### config.mk
export PLATFORM = sky130hd
export DESIGN_NAME = clk_divider
export DESIGN_NICKNAME = d
export VERILOG_FILES = /design/src/rtl/clk_divider_pkg.sv /design/src/rtl/clk_divider.sv
export SDC_FILE = /design/constraint.sdc
export NUM_CORES = 1
export LEC_CHECK = 0
export BUFFER_PORTS_ARGS = -buffer_cell sky130_fd_sc_hd__buf_2
export CELL_PAD_IN_SITES_DETAIL_PLACEMENT = 1
export CELL_PAD_IN_SITES_GLOBAL_PLACEMENT = 2
export CORE_UTILIZATION = 34
export CTS_CLUSTER_SIZE = 24
export DETAILED_ROUTE_END_ITERATION = 12
export MAX_ROUTING_LAYER = met4
export PLACE_DENSITY_LB_ADDON = 0.1
export SLEW_MARGIN = 20
export SYNTH_ARGS = -nofsm -noshare
export SYNTH_HDL_FRONTEND = slang
export SYNTH_SLANG_ARGS = --single-unit
### constraint.sdc
create_clock -name i_ref_clk -period 3 [get_ports i_ref_clk]
set_input_delay 0.9 -clock i_ref_clk [delete_from_list [all_inputs] [get_ports i_ref_clk]]
set_output_delay 0.9 -clock i_ref_clk [all_outputs]
set_load 0.005 [all_outputs]
### src/rtl/clk_divider_pkg.sv
// clk_divider_pkg: shared types for the reference-clock divider.
//   phase_e - encoding of the registered divided-clock level (div_q).
//             Each value is the output level it produces: PH_LOW drives 0,
//             PH_HIGH drives 1.
package clk_divider_pkg;

  typedef enum logic {
    PH_LOW  = 1'b0,
    PH_HIGH = 1'b1
  } phase_e;

endpackage : clk_divider_pkg

### src/rtl/clk_divider.sv
// clk_divider: integer clock divider with combinational bypass.
//   Divide mode (i_clk_en=1 and N>=2): o_div_clk comes from the registered
//   toggle flop div_q. Each period lasts N reference cycles. The low phase
//   is ceil(N/2) cycles and the high phase is floor(N/2) cycles.
//   Bypass (i_clk_en=0 or N<2): o_div_clk = i_ref_clk. The counter and div_q
//   are held at 0, so every entry into divide mode starts with a full low
//   phase.
// Ports:
//   i_ref_clk   - reference clock; all state updates on its rising edge
//   i_rst_n     - asynchronous active-low reset (clears counter and div_q)
//   i_clk_en    - divider enable; 0 selects bypass
//   i_div_ratio - unsigned division ratio N (DIV_RATIO_WIDTH bits)
//   o_div_clk   - divided clock, or i_ref_clk in bypass
module clk_divider
  import clk_divider_pkg::*;
#(
  parameter int unsigned DIV_RATIO_WIDTH = 4
) (
  input  logic                       i_ref_clk,
  input  logic                       i_rst_n,
  input  logic                       i_clk_en,
  input  logic [DIV_RATIO_WIDTH-1:0] i_div_ratio,
  output logic                       o_div_clk
);

  localparam int unsigned W = DIV_RATIO_WIDTH;

  logic [W-1:0] cnt_q, cnt_d;
  phase_e       div_q, div_d;

  // Phase lengths use one extra bit so that N+1 cannot wrap at the largest N.
  logic [W:0]   ratio_ext;
  logic [W:0]   low_len;
  logic [W:0]   high_len;
  logic [W:0]   phase_len;
  logic         bypass;

  always_comb begin
    ratio_ext = {1'b0, i_div_ratio};
    low_len   = (ratio_ext + 1'b1) >> 1;
    high_len  = ratio_ext >> 1;
    bypass    = !i_clk_en || (ratio_ext < (W + 1)'(2));
    phase_len = (div_q == PH_HIGH) ? high_len : low_len;
  end

  // Terminal test is ">=" rather than "==". If N shrinks mid-phase, the
  // counter may already be past the new terminal count. In that case the
  // phase ends on the next edge instead of running the counter round.
  always_comb begin
    cnt_d = cnt_q + 1'b1;
    div_d = div_q;
    if (bypass) begin
      cnt_d = '0;
      div_d = PH_LOW;
    end else if ({1'b0, cnt_q} >= (phase_len - 1'b1)) begin
      cnt_d = '0;
      div_d = (div_q == PH_HIGH) ? PH_LOW : PH_HIGH;
    end
  end

  always_ff @(posedge i_ref_clk or negedge i_rst_n) begin
    if (!i_rst_n) begin
      cnt_q <= '0;
      div_q <= PH_LOW;
    end else begin
      cnt_q <= cnt_d;
      div_q <= div_d;
    end
  end

  assign o_div_clk = bypass ? i_ref_clk : (div_q == PH_HIGH);

endmodule : clk_divider

==> results.cfg, run 1 <==
[outcome]
outcome = finished, final reports clean

[global_routing]
grt_usage = 0.179
grt_max_degree = 7
grt_pass1_vias = 389
antenna_found_initial = 0
grt_overflow = 0
grt_pass1_wl_mm = 1.66

[clocking]
ctsResizeCount = 0
clock_latency_ps = 250
root_buffer = clkbuf_4
htreeDepth = 1
clk_pin_slew_worst_paths_ps = 60
cts_buffers = 3
cts_tree = built
cts_buffer_depth = 2
post_cts_buffers = 0
postCtsHoldBufs = 0

[logic_synthesis]
synth.distinct_cells = 23
ys_seq_area_frac = 0.272
synth.avg_cell_area_sq_um = 10.2
synth_cells = 45
ys_ff_latch = 5
yosysWarnings = 0
netlist_area_sq_um = 460
synth.net_count = 59

[setup_path]
slowest_delay_ps = 140
endpoint_kind = output port
endpoint = o_div_clk
crit_chain = clkbuf_4, clkbuf_4, inv_1, o21ai_1, buf_2
r2r_cells = 10
crit_top_cell = clkbuf_4
r2r_slack_ps = 820
critPathMaxFanout = 3
cp-startpoint = i_ref_clk
r2r_end = cnt_q[2]
r2r_start = div_q
worst-setup-path-type = clk -> out
startpoint_type = clock port
cpMaxStageDelayCell = clkbuf_4
critical_path_arrival_ps = 1980
crit_required_ps = 2100

[drt]
dr_total_vias = 359
first_pass_iters = 4
drtIter0Drc = 3
m1WireLength_um = 421
drc = 0
postRouteAntennaNets = 0
dr_wl_met3_um = 31
drt-wirelength-per-cell_um = 13.7
top_layer_used = met4
wl_met2_um = 483
drt_wl_total_um = 962
routed_via_density = 5.13

[timing]
rsz0062_at_grt = false
slew_headroom = 0.775
hold_viol = 0
setup_viol = 0
worst_slack_ps = 124
tns_ps = 0
worst_slew_pin_slew_ps = 328
slew_viol_final = 0
clock-skew-final_ps = 10.8
hold_slack_ps = 450

[power_and_ir_drop]
power.switching_w = 0.000162
powerDensity_nw_per_um2 = 756
comb_power_share = 0.480
swShare = 0.397
power_w = 0.000408
cellInternalPower_w = 0.000246
clkPwrFrac = 0.261
leakagePower_nw = 0.262
peakVddDrop_uv = 297
seq_power_share = 0.260

[place]
pre_cts_ws_ps = 16.6
gp_congestion = 0.732
portBuffers = 7
dpl.hpwl_um = 816

[finish]
drive_gt1_frac = 0.339
area_delta_synth_final_pct = 17.1
nets = 71
diodes = 0
layout_common_cells = ha_1, buf_2, dfrtp_1

[job]
cap_violations = 0

[die]
die_area_sq_um = 1510
start_util = 0.388
io_pins = 8
die_h_um = 38.8
core.rowCount = 12
die_w_um = 38.8
core_sq_um = 1190

[min_path]
holdCritPathClass = in -> async
-- worst min-delay path by stage --
stage	startpoint	endpoint	slack, ps	cells after the start
final	i_rst_n	div_q	450	1
after global routing	i_rst_n	div_q	450	1
after CTS	i_rst_n	div_q	450	1
after detailed placement	cnt_q[0]	cnt_q[0]	480	1
after global placement	cnt_q[0]	cnt_q[0]	480	1
after floorplan	cnt_q[0]	cnt_q[0]	450	1
-- synthesized netlist by cell type --
cell | number | area [sq um]
nand4b_2 | 1 | 15.0
ha_1 | 7 | 87.6
a31oi_1 | 1 | 6.26
o21a_2 | 1 | 8.76
inv_1 | 3 | 11.3
nor2_1 | 4 | 15.0
nand2_1 | 2 | 7.51
xnor2_1 | 3 | 26.3
nor3_1 | 1 | 5.00
o21ai_2 | 1 | 8.76
and3_4 | 1 | 11.3
o21ai_1 | 1 | 5.00
xor2_1 | 2 | 17.5
a211o_1 | 1 | 8.76
nor2_2 | 1 | 6.26
dfrtp_1 | 5 | 125
and2b_4 | 1 | 10.0
mux2i_1 | 2 | 20.0
a21oi_4 | 1 | 16.3
nand2b_1 | 2 | 12.5
nand3_1 | 2 | 10.0
xor2_2 | 1 | 16.3
o31a_2 | 1 | 10.0
-- flip-flops by register name, indices dropped and copies added, names as in the netlist --
signal,flops
cnt_q,4
div_q,1
-- cells by family after synthesis --
| kind of cell | share of synthesized area |
|---|---|
| AND/OR/NAND/NOR | 0.201 |
| AO/OA/AOI/OAI | 0.139 |
| adder cells (fa/ha/maj) | 0.190 |
| XOR/XNOR | 0.130 |
| flip-flops | 0.272 |
| buffers and inverters | 0.0245 |
| multiplexers | 0.0435 |
-- layer usage --
layer	track usage	vias to the layer above
met5	-	-
met4	0.112	0
met3	0.0347	4
met2	0.300	12
met1	0.191	166
li1	-	177
-- stage by stage --
step	instances	utilization	cell area [sq um]
global route	70	0.455	539
global placement	66	0.432	513
CTS	70	0.455	539
detailed placement	66	0.432	513
finish	70	0.455	539
floorplan	45	-	460
-- final cells by class --
| type | instances | area [sq um] |
|---|---|---|
| fill | 144 | 647 |
| sequential | 5 | 125 |
| timing repair buffer | 6 | 30.0 |
| multi-input combinational | 37 | 324 |
| clock buffer | 5 | 31.3 |
| inverter | 2 | 7.51 |
| tap | 14 | 17.5 |
| clock inverter | 1 | 3.75 |
-- critical path: cells and delay by family --
| kind | cells | cell delay, ps |
|---|---|---|
| AO/OA/AOI/OAI | 1 | 60 |
| buffers and inverters | 4 | 430 |
-- power by group through the flow --
stage | clock (W) | combinational (W) | sequential, W
2_1_floorplan | 0.0000119 | 0.000159 | 0.000100
4_1_cts | 0.000112 | 0.000204 | 0.000106
6_report | 0.000106 | 0.000196 | 0.000106
5_1_grt | 0.000118 | 0.000224 | 0.000110
3_3_place_gp | 0.0000197 | 0.000184 | 0.000106
3_5_place_dp | 0.0000197 | 0.000201 | 0.000107
Note: power is estimated with default switching activity, not from simulation.
==> inputs of run 2 (changes only) <==
- PLACE_DENSITY_LB_ADDON: 0.1 -> 0.25
==> run 2 against run 1 <==
  * Routed wire length fell by 5.9%
  * Via count fell by 2.5%
  * Final cell count did not move
  * Worst setup slack improved by 2.1 ps
  * Register-to-register slack got worse by 30 ps
  * Clock power barely moved
  * Clock-buffer cell count did not move
  * Power fell by 0.81%
  * First-iteration DRC count fell by 100%
  * Critical path depth did not move
  * Utilization did not move
  * Global-route usage fell by 1.1 points
==> results.cfg, run 2 (synthesized netlist as in run 1, its figures left out) <==
[setup_path]
startpoint_type = clock port
crit_chain = clkbuf_4, clkbuf_4, inv_1, o21ai_1, buf_2
r2r_start = div_q
critPathMaxFanout = 3
r2r_end = cnt_q[3]
critical_path_arrival_ps = 1970
crit_top_cell = clkbuf_4
critPathTopFamily = buffers and inverters
r2r_cells = 10
cp_num_cells = 5
r2r_slack_ps = 790
cpMaxStageDelayCell = clkbuf_4
crit_required_ps = 2100
endpoint_kind = output port
slowest_delay_ps = 140
worst-path-buf-inv = 4
worst-setup-path-type = clk -> out

[drt]
first_pass_iters = 1
dr_total_vias = 350
drt_wl_total_um = 905
drtIter0Drc = 0
postRouteAntennaNets = 0
drc = 0
routed_via_density = 5.00
drt-wirelength-per-cell_um = 12.9

[power_and_ir_drop]
leakagePower_nw = 0.262
powerDensity_nw_per_um2 = 750
peakVddDrop_uv = 364

[clocking]
clk_pin_slew_worst_paths_ps = 60
clock_latency_ps = 250
cts_tree = built
postCtsHoldBufs = 0
htreeDepth = 1
cts_buffer_depth = 2
root_buffer = clkbuf_4
cts_buffers = 3
ctsResizeCount = 0
post_cts_buffers = 0

[finish]
drive_gt1_frac = 0.339
fin_cells = 70
area_delta_synth_final_pct = 17.1
top_register = cnt_q
largest_reg_flops = 4
diodes = 0
layout_common_cells = ha_1, buf_2, dfrtp_1
fillers = 148
reg_top3 = cnt_q: 4 flops, div_q: 1 flops
nets = 71

[die]
io_pins = 8
start_util = 0.388
die_area_sq_um = 1510
die_w_um = 38.8
core_sq_um = 1190
core.rowCount = 12
die_h_um = 38.8

[place]
portBuffers = 7
dp_cells = 66
gp_congestion = 0.749
dpl.hpwl_um = 823

[timing]
hold_slack_ps = 459
clock-skew-final_ps = 4.52
hold_viol = 0
tns_ps = 0
slew_headroom = 0.828
worst_slew_pin_slew_ps = 251
rsz0062_at_grt = false
setup_viol = 0
slew_viol_final = 0

[min_path]
holdCritPathClass = in -> async

[global_routing]
grt_usage = 0.167
grt_overflow = 0
antenna_found_initial = 0
grt_pass1_vias = 408
grt_use_met2 = 0.300
grt_pass1_wl_mm = 1.68
use_met3 = 0.0173
grt_use_met1 = 0.191
top_usage_layer = met2
grt_max_degree = 7

[job]
cap_violations = 0

[outcome]
outcome = finished, final reports clean
==> run 2: cell counts in the layout (fill, tap and decap cells not counted) <==
No cell type changed its count.
==> run 2: area by class of cell <==
class | count | area (sq um) | area share
clock buffer | 5 | 31.3 | 0.0580
timing repair buffer | 6 | 30.0 | 0.0557
sequential | 5 | 125 | 0.232
tap | 14 | 17.5 | 0.0325
clock inverter | 1 | 3.75 | 0.00696
multi-input combinational | 37 | 324 | 0.601
inverter | 2 | 7.51 | 0.0139
==> run 2: stage by stage <==
stage               cell area (sq um)  setup WS [ps]  utilization  power, W
global placement                  513            185        0.432  0.000311
CTS                               539            117        0.455  0.000413
detailed placement                513           60.8        0.432  0.000325
floorplan                         460            370            -  0.000272
finish                            539            126        0.455  0.000404
global route                      539           91.6        0.455  0.000444
==> run 2: worst max path at each step <==
stage / start / to
after floorplan: i_div_ratio[0] / div_q
after global placement: i_div_ratio[0] / div_q
after detailed placement: i_div_ratio[0] / cnt_q[3]
after CTS: i_ref_clk / o_div_clk
after global routing: i_ref_clk / o_div_clk
final: i_ref_clk / o_div_clk
==> run 2: report_power, final <==
part	internal (W)	switching, W	leakage, nW
clock	0.0000620	0.0000435	0.0266
sequential	0.0000851	0.0000210	0.0677
combinational	0.0000987	0.0000941	0.168
==> run 2: routing by layer <==
layer / routed length [um] / vias up
met5: 0 / -
met4: 0 / 0
met3: 13 / 0
met2: 496 / 6
met1: 395 / 163
li1: - / 181
